### src/rtl/npn_lut_eval.sv
// Programmable NPN-transformed truth-table evaluator with a two-stage valid/ready pipeline.
// Stage 1 registers the permuted/negated index, stage 2 registers the table lookup.
module npn_lut_eval #(
   parameter int NUM_INPUTS = 4,
   parameter int SEL_W      = $clog2(NUM_INPUTS),
   parameter int TT_W       = 2**NUM_INPUTS
) (
   input  logic                        clk,
   input  logic                        rst_n,
   input  logic                        cfg_valid,
   output logic                        cfg_ready,
   input  logic [TT_W-1:0]             cfg_tt,
   input  logic [NUM_INPUTS*SEL_W-1:0] cfg_perm,
   input  logic [NUM_INPUTS-1:0]       cfg_neg,
   input  logic                        cfg_out_neg,
   output logic                        cfg_err,
   input  logic                        in_valid,
   output logic                        in_ready,
   input  logic [NUM_INPUTS-1:0]       x,
   output logic                        out_valid,
   input  logic                        out_ready,
   output logic                        y0
);

   localparam int SEL_SPAN = 2**SEL_W;

   function automatic logic [NUM_INPUTS*SEL_W-1:0] identity_perm();
      logic [NUM_INPUTS*SEL_W-1:0] p;
      p = '0;
      for (int i = 0; i < NUM_INPUTS; i++) p[i*SEL_W +: SEL_W] = SEL_W'(i);
      return p;
   endfunction

   localparam logic [NUM_INPUTS*SEL_W-1:0] PERM_ID = identity_perm();

   logic [TT_W-1:0]             tt_q, tt_d;
   logic [NUM_INPUTS*SEL_W-1:0] perm_q, perm_d;
   logic [NUM_INPUTS-1:0]       neg_q, neg_d;
   logic                        out_neg_q, out_neg_d;
   logic                        loaded_q, loaded_d;
   logic                        cfg_err_q, cfg_err_d;
   logic                        s1_valid_q, s1_valid_d;
   logic [NUM_INPUTS-1:0]       idx_q, idx_d;
   logic                        out_valid_q, out_valid_d;
   logic                        y0_q, y0_d;

   logic                        in_fire, cfg_fire, s2_load, s1_adv, perm_ok;
   logic [SEL_SPAN-1:0]         seen;
   logic [SEL_SPAN-1:0]         x_ext;
   logic [NUM_INPUTS-1:0]       idx_new;

   always_comb begin
      // Out-of-range selectors land above bit NUM_INPUTS-1, so with exactly
      // NUM_INPUTS slices the low bits are all set only for a true permutation.
      seen = '0;
      for (int i = 0; i < NUM_INPUTS; i++) seen[cfg_perm[i*SEL_W +: SEL_W]] = 1'b1;
      perm_ok = &seen[NUM_INPUTS-1:0];

      x_ext = '0;
      x_ext[NUM_INPUTS-1:0] = x;
      idx_new = '0;
      for (int i = 0; i < NUM_INPUTS; i++) idx_new[i] = x_ext[perm_q[i*SEL_W +: SEL_W]] ^ neg_q[i];
   end

   always_comb begin
      s2_load   = !out_valid_q || out_ready;
      s1_adv    = s1_valid_q && s2_load;
      in_ready  = loaded_q && (!s1_valid_q || s2_load);
      in_fire   = in_valid && in_ready;
      cfg_ready = !s1_valid_q && !out_valid_q && !in_fire;
      cfg_fire  = cfg_valid && cfg_ready;

      tt_d        = tt_q;
      perm_d      = perm_q;
      neg_d       = neg_q;
      out_neg_d   = out_neg_q;
      loaded_d    = loaded_q;
      cfg_err_d   = cfg_fire && !perm_ok;
      s1_valid_d  = s1_valid_q;
      idx_d       = idx_q;
      out_valid_d = out_valid_q;
      y0_d        = y0_q;

      if (cfg_fire && perm_ok) begin
         tt_d      = cfg_tt;
         perm_d    = cfg_perm;
         neg_d     = cfg_neg;
         out_neg_d = cfg_out_neg;
         loaded_d  = 1'b1;
      end

      if (in_fire) begin
         s1_valid_d = 1'b1;
         idx_d      = idx_new;
      end else if (s1_adv) begin
         s1_valid_d = 1'b0;
      end

      if (s2_load) begin
         out_valid_d = s1_valid_q;
         if (s1_valid_q) y0_d = tt_q[idx_q] ^ out_neg_q;
      end
   end

   always_ff @(posedge clk or negedge rst_n) begin
      if (!rst_n) begin
         tt_q        <= '0;
         perm_q      <= PERM_ID;
         neg_q       <= '0;
         out_neg_q   <= 1'b0;
         loaded_q    <= 1'b0;
         cfg_err_q   <= 1'b0;
         s1_valid_q  <= 1'b0;
         idx_q       <= '0;
         out_valid_q <= 1'b0;
         y0_q        <= 1'b0;
      end else begin
         tt_q        <= tt_d;
         perm_q      <= perm_d;
         neg_q       <= neg_d;
         out_neg_q   <= out_neg_d;
         loaded_q    <= loaded_d;
         cfg_err_q   <= cfg_err_d;
         s1_valid_q  <= s1_valid_d;
         idx_q       <= idx_d;
         out_valid_q <= out_valid_d;
         y0_q        <= y0_d;
      end
   end

   assign cfg_err   = cfg_err_q;
   assign out_valid = out_valid_q;
   assign y0        = y0_q;

endmodule

### config.mk
export PLATFORM = sky130hd
export DESIGN_NAME = npn_lut_eval
export DESIGN_NICKNAME = d
export VERILOG_FILES = /design/src/rtl/npn_lut_eval.sv
export SDC_FILE = /design/constraint.sdc
export NUM_CORES = 1
export LEC_CHECK = 0
export CAP_MARGIN = 20
export CORE_MARGIN = 2
export CORE_UTILIZATION = 45
export DETAILED_ROUTE_END_ITERATION = 10
export PLACE_DENSITY = 0.75
export SKIP_CTS_REPAIR_TIMING = 1
export SYNTH_ARGS = -nofsm -noshare
export SYNTH_HDL_FRONTEND = slang
export SYNTH_SLANG_ARGS = --single-unit
### constraint.sdc
create_clock -name clk -period 1.8 [get_ports clk]
set_clock_uncertainty 0.2 [all_clocks]
set_input_delay 0.18 -clock clk [delete_from_list [all_inputs] [get_ports clk]]
set_output_delay 0.18 -clock clk [all_outputs]
set_load 0.1 [all_outputs]
# Word level (Yosys, flattened, before mapping)
# Cells that the tools add are included.
[classes] magnitude_cmp=13 mux=20 bitwise_logic=8 n_reduce_logical=21
[ops] cell="$lt A2 B3 Y1 const B" n=8
[ops] cell="$logic_and A1 B1 Y1" n=12
[ops] cell="$or A4 B4 Y4" n=3
[ops] cell="$mux W1" n=11
[ops] cell="$bmux W1 S2" n=4
[ops] cell="$demux W1 S2" n=4
[ops] cell="$ge A2 B1 Y1 const B" n=4
[ops] cell="$lt A4 B5 Y1 const B" n=1
[ops] cell="$xor A1 B1 Y1" n=5
[ops] cell="$bmux W1 S4" n=1
[ops] cell="$logic_not A1 Y1" n=4
[ops] cell="$reduce_and A4 Y1" n=1
[ops] cell="$logic_or A1 B1 Y1" n=2
[ops] cell="$reduce_and A2 Y1" n=1
[ops] cell="$reduce_bool A2 Y1" n=1
[totals] register_bits=38 output_inout_bits=5

# Depth between registers and ports, before layout
# Gate-level depths: netlist of run 1.
[logic_depth] word_depth=10 mapped_depth=6 ltp_nobuf=5

# Worst setup path after synthesis of run 1
# No wires, ideal clock.
[synth_timing] kind="register -> register" start="register out_valid_q, in the netlist out_valid" end="register neg_q[0]" t_arrival_ns=4.278 setup_slack_ns=-2.803 stages_incl_launch_ff=6 path_buffers=1 period_less_slack_ns=4.603 cell_sequence="dfrtp_1 a211oi_1 nand2_1 a211o_2 buf_6 mux2_4"
[synth_via] elab_chain_cells=9
[synth_lines] item="start: declaration" line="44" text="logic out_valid_q, out_valid_d;"
[synth_lines] item="start signal: assignment" line="126" text="out_valid_q <= out_valid_d;"
[synth_lines] item="$logic_not A1 Y1 (*)" line="66, 70"
[synth_lines] item="$logic_or A1 B1 Y1" line="66" text="s2_load = !out_valid_q || out_ready;"
[synth_lines] item="$logic_or A1 B1 Y1" line="68" text="in_ready = loaded_q && (!s1_valid_q || s2_load);"
[synth_lines] item="$logic_and A1 B1 Y1" line="68"
[synth_lines] item="$logic_and A1 B1 Y1" line="69" text="in_fire = in_valid && in_ready;"
[synth_lines] item="$logic_not A1 Y1" line="70" text="cfg_ready = !s1_valid_q && !out_valid_q && !in_fire;"
[synth_lines] item="$logic_and A1 B1 Y1 (*)" line="70"
[synth_lines] item="via cfg_ready" line="11" text="output logic cfg_ready,"
[synth_lines] item="$logic_and A1 B1 Y1 (*)" line="71" text="cfg_fire = cfg_valid && cfg_ready;"
[synth_lines] item="$logic_and A1 B1 Y1 (*)" line="84" text="if (cfg_fire && perm_ok) begin"
[synth_lines] item="end signal: assignment" line="120" text="neg_q <= neg_d;"
[synth_lines] item="end: declaration" line="38" text="logic [NUM_INPUTS-1:0] neg_q, neg_d;"
# The timed path passes the listed nets; every way through them passes the cells marked *.
# A chain may end at the register's enable or synchronous reset.

# Final worst setup path of run 1
[layout_timing] start="register out_valid_q, in the netlist out_valid" end="register tt_q[2]"
[layout_via] elab_chain_cells=9
[layout_lines] item="$logic_not A1 Y1 (*)" line="66, 70"
[layout_lines] item="$logic_or A1 B1 Y1" line="66"
[layout_lines] item="$logic_or A1 B1 Y1" line="68"
[layout_lines] item="$logic_and A1 B1 Y1" line="68"
[layout_lines] item="$logic_and A1 B1 Y1" line="69"
[layout_lines] item="$logic_not A1 Y1" line="70"
[layout_lines] item="$logic_and A1 B1 Y1 (*)" line="70"
[layout_lines] item="$logic_and A1 B1 Y1 (*)" line="71"
[layout_lines] item="$logic_and A1 B1 Y1 (*)" line="84"
[layout_lines] item="end signal: assignment" line="118" text="tt_q <= tt_d;"
[layout_lines] item="end: declaration" line="36" text="logic [TT_W-1:0] tt_q, tt_d;"
# Every way passes the cells marked *; elsewhere a longest branch is shown, timed or not.

==> out/metrics.yaml, run 1 <==
power_and_ir_drop:
  p_total_w: 0.004282
  switching_share: 0.3381
  clockPowerShare: 0.139
  cellPowerDensity_nw_per_um2: 1501
  power_frac_comb: 0.472
  irDropWorstVdd_uv: 566.4
  intPower_w: 0.002834
  switchingPower_w: 0.001448
  power_frac_seq: 0.389
  leakagePower_nw: 1.368
critical_path:
  critical_path_peak_fanout: 8
  r2r_cells: 5
  arrival_ps: 1950
  slowest_delay_ps: 490
  worstSetupPathType: "flip-flop to flip-flop"
  cp.required_ps: 1770
  r2r_start: "out_valid$_DFFE_PN0P_"
  slowest_stage: "dfrtp_4"
  critPathCaptureType: "flip-flop"
  r2r_slack_ps: -180
  worstReg2RegEnd: "tt_q[2]$_DFFE_PN0P_"
  path_cells: "a211oi_4 -> nand2_2 -> a211o_4 -> clkbuf_16 -> mux2_4"
  cp-start-kind: "flip-flop"
placed_design:
  dpl.hpwl_um: 2968
  port_buffers: 42
  routabilityCongestion: 0.8839
  dpl-instance-area_sq_um: 2592
die:
  start_util: 0.4752
  die_h_um: 69.46
  pin_count: 43
  dieArea_sq_um: 4824
  coreArea_sq_um: 4058
  rows: 23
  fp.dieW_um: 69.46
sta:
  finalCritPeriodShare: 1.101
  fin_ws_ps: -181.1
  rsz0062_at_grt: "true"
  layout_min_cycle_time_ps: 1981
  worst_slew_pin_slew_ps: 450.1
  finalHoldViolations: 0
  final.setup.tns_ps: -4751
  hold_ws_ps: 98.69
  drv_slew: 0
  fmax_mhz: 504.8
  finalSetupViolations: 30
  maxSlewHeadroom: 0.6999
job:
  drv_cap: 0
routing:
  wire_per_inst_um: 16.94
  dr.pass1.iters: 4
  drt-initial-drc-count: 78
  vias: 1328
  wl_met2_um: 2137
  route.met3.wl_um: 230
  drt-met1-wl_um: 1781
  viasPerCell: 5.355
  maxUsedRoutingLayer: "met4"
  wirelength_um: 4201
  drc: 0
  detail-route-antenna-nets: 0
finish:
  syn_to_final_growth_pct: 47.96
  final_common_cell: "dfrtp_1"
  final_cell_mix: "dfrtp_1, mux2_4, clkdlybuf4s50_1"
  fill_cells: 271
  nNetsFinal: 235
  drive_above_1_share: 0.4545
  n_antenna_cell: 0
  fin_area_sq_um: 2853
worst_hold_path:
  hold_start: "cfg_perm[6]"
  hold_depth: 3
  holdPathEnd: "perm_q[6]$_DFFE_PN1P_"
  hold_path.class: "input pin to flip-flop"
global_route:
  grt_pass1_vias: 1386
  antenna_found_initial: 0
  grt.total_usage: 0.1747
  grt_pass1_wl_um: 6665
  grt-ovfl-total: 0
  grt_max_degree: 21
synthesis:
  synthCells: 131
  syn_area_per_cell_sq_um: 14.72
  yosysUniqueCellTypes: 26
  ys_ff_latch: 38
  seq_area_frac_synth: 0.4958
  syn_nets: 169
  ys_warn_count: 0
  synthesis.area_sq_um: 1928
outcome:
  violations: "setup timing"
  outcome: "finished with violations"
cts:
  insertion_delay_ps: 290
  cts_root_buffer: "clkbuf_8"
  clock_sinks: 38
  ctsHtreeMaxLevel: 2
  clockBufferDepth: 2
  cts_tree: "done"
  cts_buffers: 5
  clkSlewWorstSetupHoldPaths_ps: 70
-- flip-flops by register name (all words and copies together), names as in the netlist --
signal and flops:
cfg_err 1, idx_q 4, loaded_q 1, neg_q 4, out_neg_q 1, out_valid 1, perm_q 8, s1_valid_q 1
tt_q 16, y0 1
-- synthesized netlist by cell type --
cell	n	area share
buf_6	3	0.018
o311a_1	1	0.0052
nand2_1	11	0.021
nand3b_1	1	0.0039
mux4_2	8	0.093
a211o_2	1	0.0052
buf_2	1	0.0026
a211oi_1	1	0.0039
o21ai_0	5	0.013
nand2b_1	4	0.013
o32ai_1	1	0.0045
xnor2_1	5	0.023
mux2i_1	3	0.016
mux2_4	29	0.23
a21oi_1	3	0.0078
and2b_1	3	0.012
nor3_1	1	0.0026
a22oi_1	1	0.0039
o22ai_1	2	0.0065
a31oi_1	2	0.0065
nor2b_1	2	0.0065
and2_1	1	0.0032
dfstp_2	4	0.055
inv_1	2	0.0039
dfrtp_1	34	0.44
nor2_1	2	0.0039
-- stage by stage --
stage | cells | setup WS (ps) | utilization
finish | 248 | -181.1 | 0.7031
global route | 248 | -234.5 | 0.7031
CTS | 243 | -317.1 | 0.6614
detailed placement | 235 | -611.8 | 0.6389
global placement | 235 | -513.4 | 0.6389
floorplan | 131 | -966.2 | -
-- worst max-delay path: cells and delay by family, from the launching register on --
family | cells | cell delay (ps)
muxes | 1 | 290
AOI/OAI and AO/OA | 2 | 590
DFF | 1 | 490
and+or+nand+nor | 1 | 100
buffers and inverters | 1 | 200
-- how the worst max path moves through the flow --
stage | to | cells past startpoint | from | slack (ps)
3_3_place_gp | tt_q[9]$_DFFE_PN0P_ | 7 | cfg_perm[6] | -510
6_report | tt_q[2]$_DFFE_PN0P_ | 5 | out_valid$_DFFE_PN0P_ | -180
3_5_place_dp | tt_q[6]$_DFFE_PN0P_ | 8 | cfg_perm[2] | -610
5_1_grt | tt_q[2]$_DFFE_PN0P_ | 5 | out_valid$_DFFE_PN0P_ | -230
4_1_cts | neg_q[3]$_DFFE_PN0P_ | 8 | cfg_perm[2] | -320
2_1_floorplan | neg_q[0]$_DFFE_PN0P_ | 5 | out_valid$_DFFE_PN0P_ | -970
-- cell families after synthesis --
| kind of cell | count (synthesis) | share of synthesized area |
|---|---|---|
| AO/OA/AOI/OAI | 17 | 0.05645 |
| XOR/XNOR | 5 | 0.02271 |
| buffers and inverters | 6 | 0.02401 |
| flip-flops | 38 | 0.4958 |
| multiplexers | 40 | 0.3348 |
| AND/OR/NAND/NOR | 25 | 0.06619 |
-- power by group through the flow --
stage / Sequential (W) / Combinational [W] / Clock (W)
after floorplan: 0.00173 / 0.00126 / 0
after global placement: 0.00164 / 0.00192 / 0
after detailed placement: 0.00167 / 0.00196 / 0
after CTS: 0.00166 / 0.00197 / 0.000604
after global routing: 0.00172 / 0.00215 / 0.000653
final: 0.00167 / 0.00202 / 0.000594
-- layer usage --
layer  GRT usage  up-vias
met5           0        -
met4     0.03704        0
met3     0.06395        8
met2      0.2788       46
met1      0.2299      661
li1            -      613
-- final cells by class --
type | count | area (sq um) | share of cell area
clock buffer | 7 | 86.33 | 0.03026
clock inverter | 1 | 5.005 | 0.001754
inverter | 2 | 7.507 | 0.002632
multi-input combinational | 87 | 1005 | 0.3522
sequential | 38 | 960.9 | 0.3368
tap | 50 | 62.56 | 0.02193
timing repair buffer | 63 | 725.7 | 0.2544
(Power assumes the default switching activity.)
==> inputs of run 2 (changes only) <==
Settings changed: SETUP_SLACK_MARGIN from default to 0.05.
==> run 2 against run 1 <==
  * The run still ends with setup timing left
  * Final cell count unchanged
  * Sequential share of layout area decreased by 0.088 points
  * Sequential power hardly changed
  * Via count decreased by 1.7%
  * Sequential cell count unchanged
  * Routed wire length hardly changed
  * Clock power up 1%
  * Maximum frequency grew 0.26%
==> out/metrics.yaml, run 2 (synthesis gave the netlist of run 1 again) <==
outcome:
  outcome: "finished with violations"
  violations: "setup timing"
global_route:
  grt-ovfl-total: 0
  grt_pass1_vias: 1386
  antenna_found_initial: 0
  use_met1: 0.2299
  grt_use_met2: 0.2788
  grt.total_usage: 0.1747
  use_met3: 0.06395
  busiest_layer: "met2"
  grt_max_degree: 21
  grt_pass1_wl_um: 6665
cts:
  cts_buffers: 5
  insertion_delay_ps: 290
  clkSlewWorstSetupHoldPaths_ps: 70
  cts_root_buffer: "clkbuf_8"
  cts_tree: "done"
  clockBufferDepth: 2
  clock_sinks: 38
  ctsHtreeMaxLevel: 2
critical_path:
  critical_path_peak_fanout: 7
  critPathCaptureType: "flip-flop"
  worstSetupPathType: "flip-flop to flip-flop"
  arrival_ps: 1950
  slowest_delay_ps: 490
  cp-start-kind: "flip-flop"
  cp.required_ps: 1770
  slowest_stage: "dfrtp_4"
  critical_path.top_delay_family: "compound AO/OA/AOI/OAI gates"
  path_cells: "a211oi_4 -> nand2_2 -> a211o_4 -> clkbuf_16 -> mux2_4"
  path_buf_inv: 1
die:
  dieArea_sq_um: 4824
  rows: 23
  die_h_um: 69.46
  coreArea_sq_um: 4058
  start_util: 0.4752
  pin_count: 43
  fp.dieW_um: 69.46
finish:
  n_antenna_cell: 0
  max_flop_register: "tt_q"
  drive_above_1_share: 0.4596
  fin_area_sq_um: 2860
  syn_to_final_growth_pct: 48.35
  fill_cells: 269
  final_util: 0.7049
  largest_register_ffs: 16
  final_cell_mix: "dfrtp_1, mux2_4, clkdlybuf4s50_1"
  reg_top3: "tt_q: 16 flops, perm_q: 8 flops"
  final_common_cell: "dfrtp_1"
  nNetsFinal: 235
placed_design:
  routabilityCongestion: 0.8839
  dpl.hpwl_um: 2968
  port_buffers: 42
  dpl-instance-area_sq_um: 2592
routing:
  wirelength_um: 4198
  detail-route-antenna-nets: 0
  viasPerCell: 5.262
  wire_per_inst_um: 16.93
  dr.pass1.iters: 4
  vias: 1305
  drt-initial-drc-count: 71
  drc: 0
sta:
  hold_ws_ps: 99.63
  finalCritPeriodShare: 1.098
  rsz0062_at_grt: "true"
  worst_slew_pin_slew_ps: 456.5
  fin_ws_ps: -176.0
  finalSetupViolations: 30
  maxSlewHeadroom: 0.6957
  final.setup.tns_ps: -4576
  finalHoldViolations: 0
  layout_min_cycle_time_ps: 1976
  drv_slew: 0
  fmax_mhz: 506.1
power_and_ir_drop:
  irDropWorstVdd_uv: 566.1
  cellPowerDensity_nw_per_um2: 1503
  leakagePower_nw: 1.376
  p_total_w: 0.004299
worst_hold_path:
  hold_path.class: "input pin to flip-flop"
job:
  drv_cap: 0
-- run 2: path summary, 6_finish.rpt --
check | slack [ps] | cells past startpoint | start | to
max | -180 | 5 | out_valid$_DFFE_PN0P_ | neg_q[1]$_DFFE_PN0P_
min | 100 | 3 | cfg_perm[6] | perm_q[6]$_DFFE_PN1P_
max reg2reg | -180 | 5 | out_valid$_DFFE_PN0P_ | neg_q[1]$_DFFE_PN0P_
min reg2reg | 320 | 1 | tt_q[4]$_DFFE_PN0P_ | tt_q[4]$_DFFE_PN0P_
max in group asynchronous | 760 | 3 | rst_n | out_valid$_DFFE_PN0P_
min in group asynchronous | 170 | 2 | rst_n | tt_q[14]$_DFFE_PN0P_
-- run 2: cell type report --
cell class,instances,area (sq um),share of cell area
flip-flops and latches,38,960.9,0.3360
inverters,2,7.507,0.002625
clock inverters,1,5.005,0.001750
repair buffers,63,725.7,0.2537
multi-input cells,87,1012,0.3539
clock buffers,7,86.33,0.03018
well taps,50,62.56,0.02187
-- run 2: power by group --
group / switching [W] / leakage (nW) / internal (W)
clock network: 0.000293 / 0.0482 / 0.000309
registers: 0.000350 / 0.451 / 0.00131
logic: 0.000811 / 0.877 / 0.00122
total: 0.00145 / 1.38 / 0.00284
-- run 2: worst register-to-register path, stage by stage, from the launching register on --
cell	delay [ps]
dfrtp_4	490
a211oi_4	210
nand2_2	100
a211o_4	380
clkbuf_16	200
mux2_4	290
-- run 2: stage by stage --
step / instances / setup WS (ps)
after floorplan: 131 / -966.2
after global placement: 235 / -513.4
final: 248 / -176.0
after CTS: 243 / -317.1
after detailed placement: 235 / -611.8
after global routing: 248 / -238.3
-- run 2: layer usage --
| layer | vias to the layer above | part of all wire |
|---|---|---|
| met5 | - | 0 |
| met1 | 655 | 0.44 |
| met4 | 0 | 0.0095 |
| met3 | 6 | 0.049 |
| li1 | 609 | - |
| met2 | 35 | 0.50 |
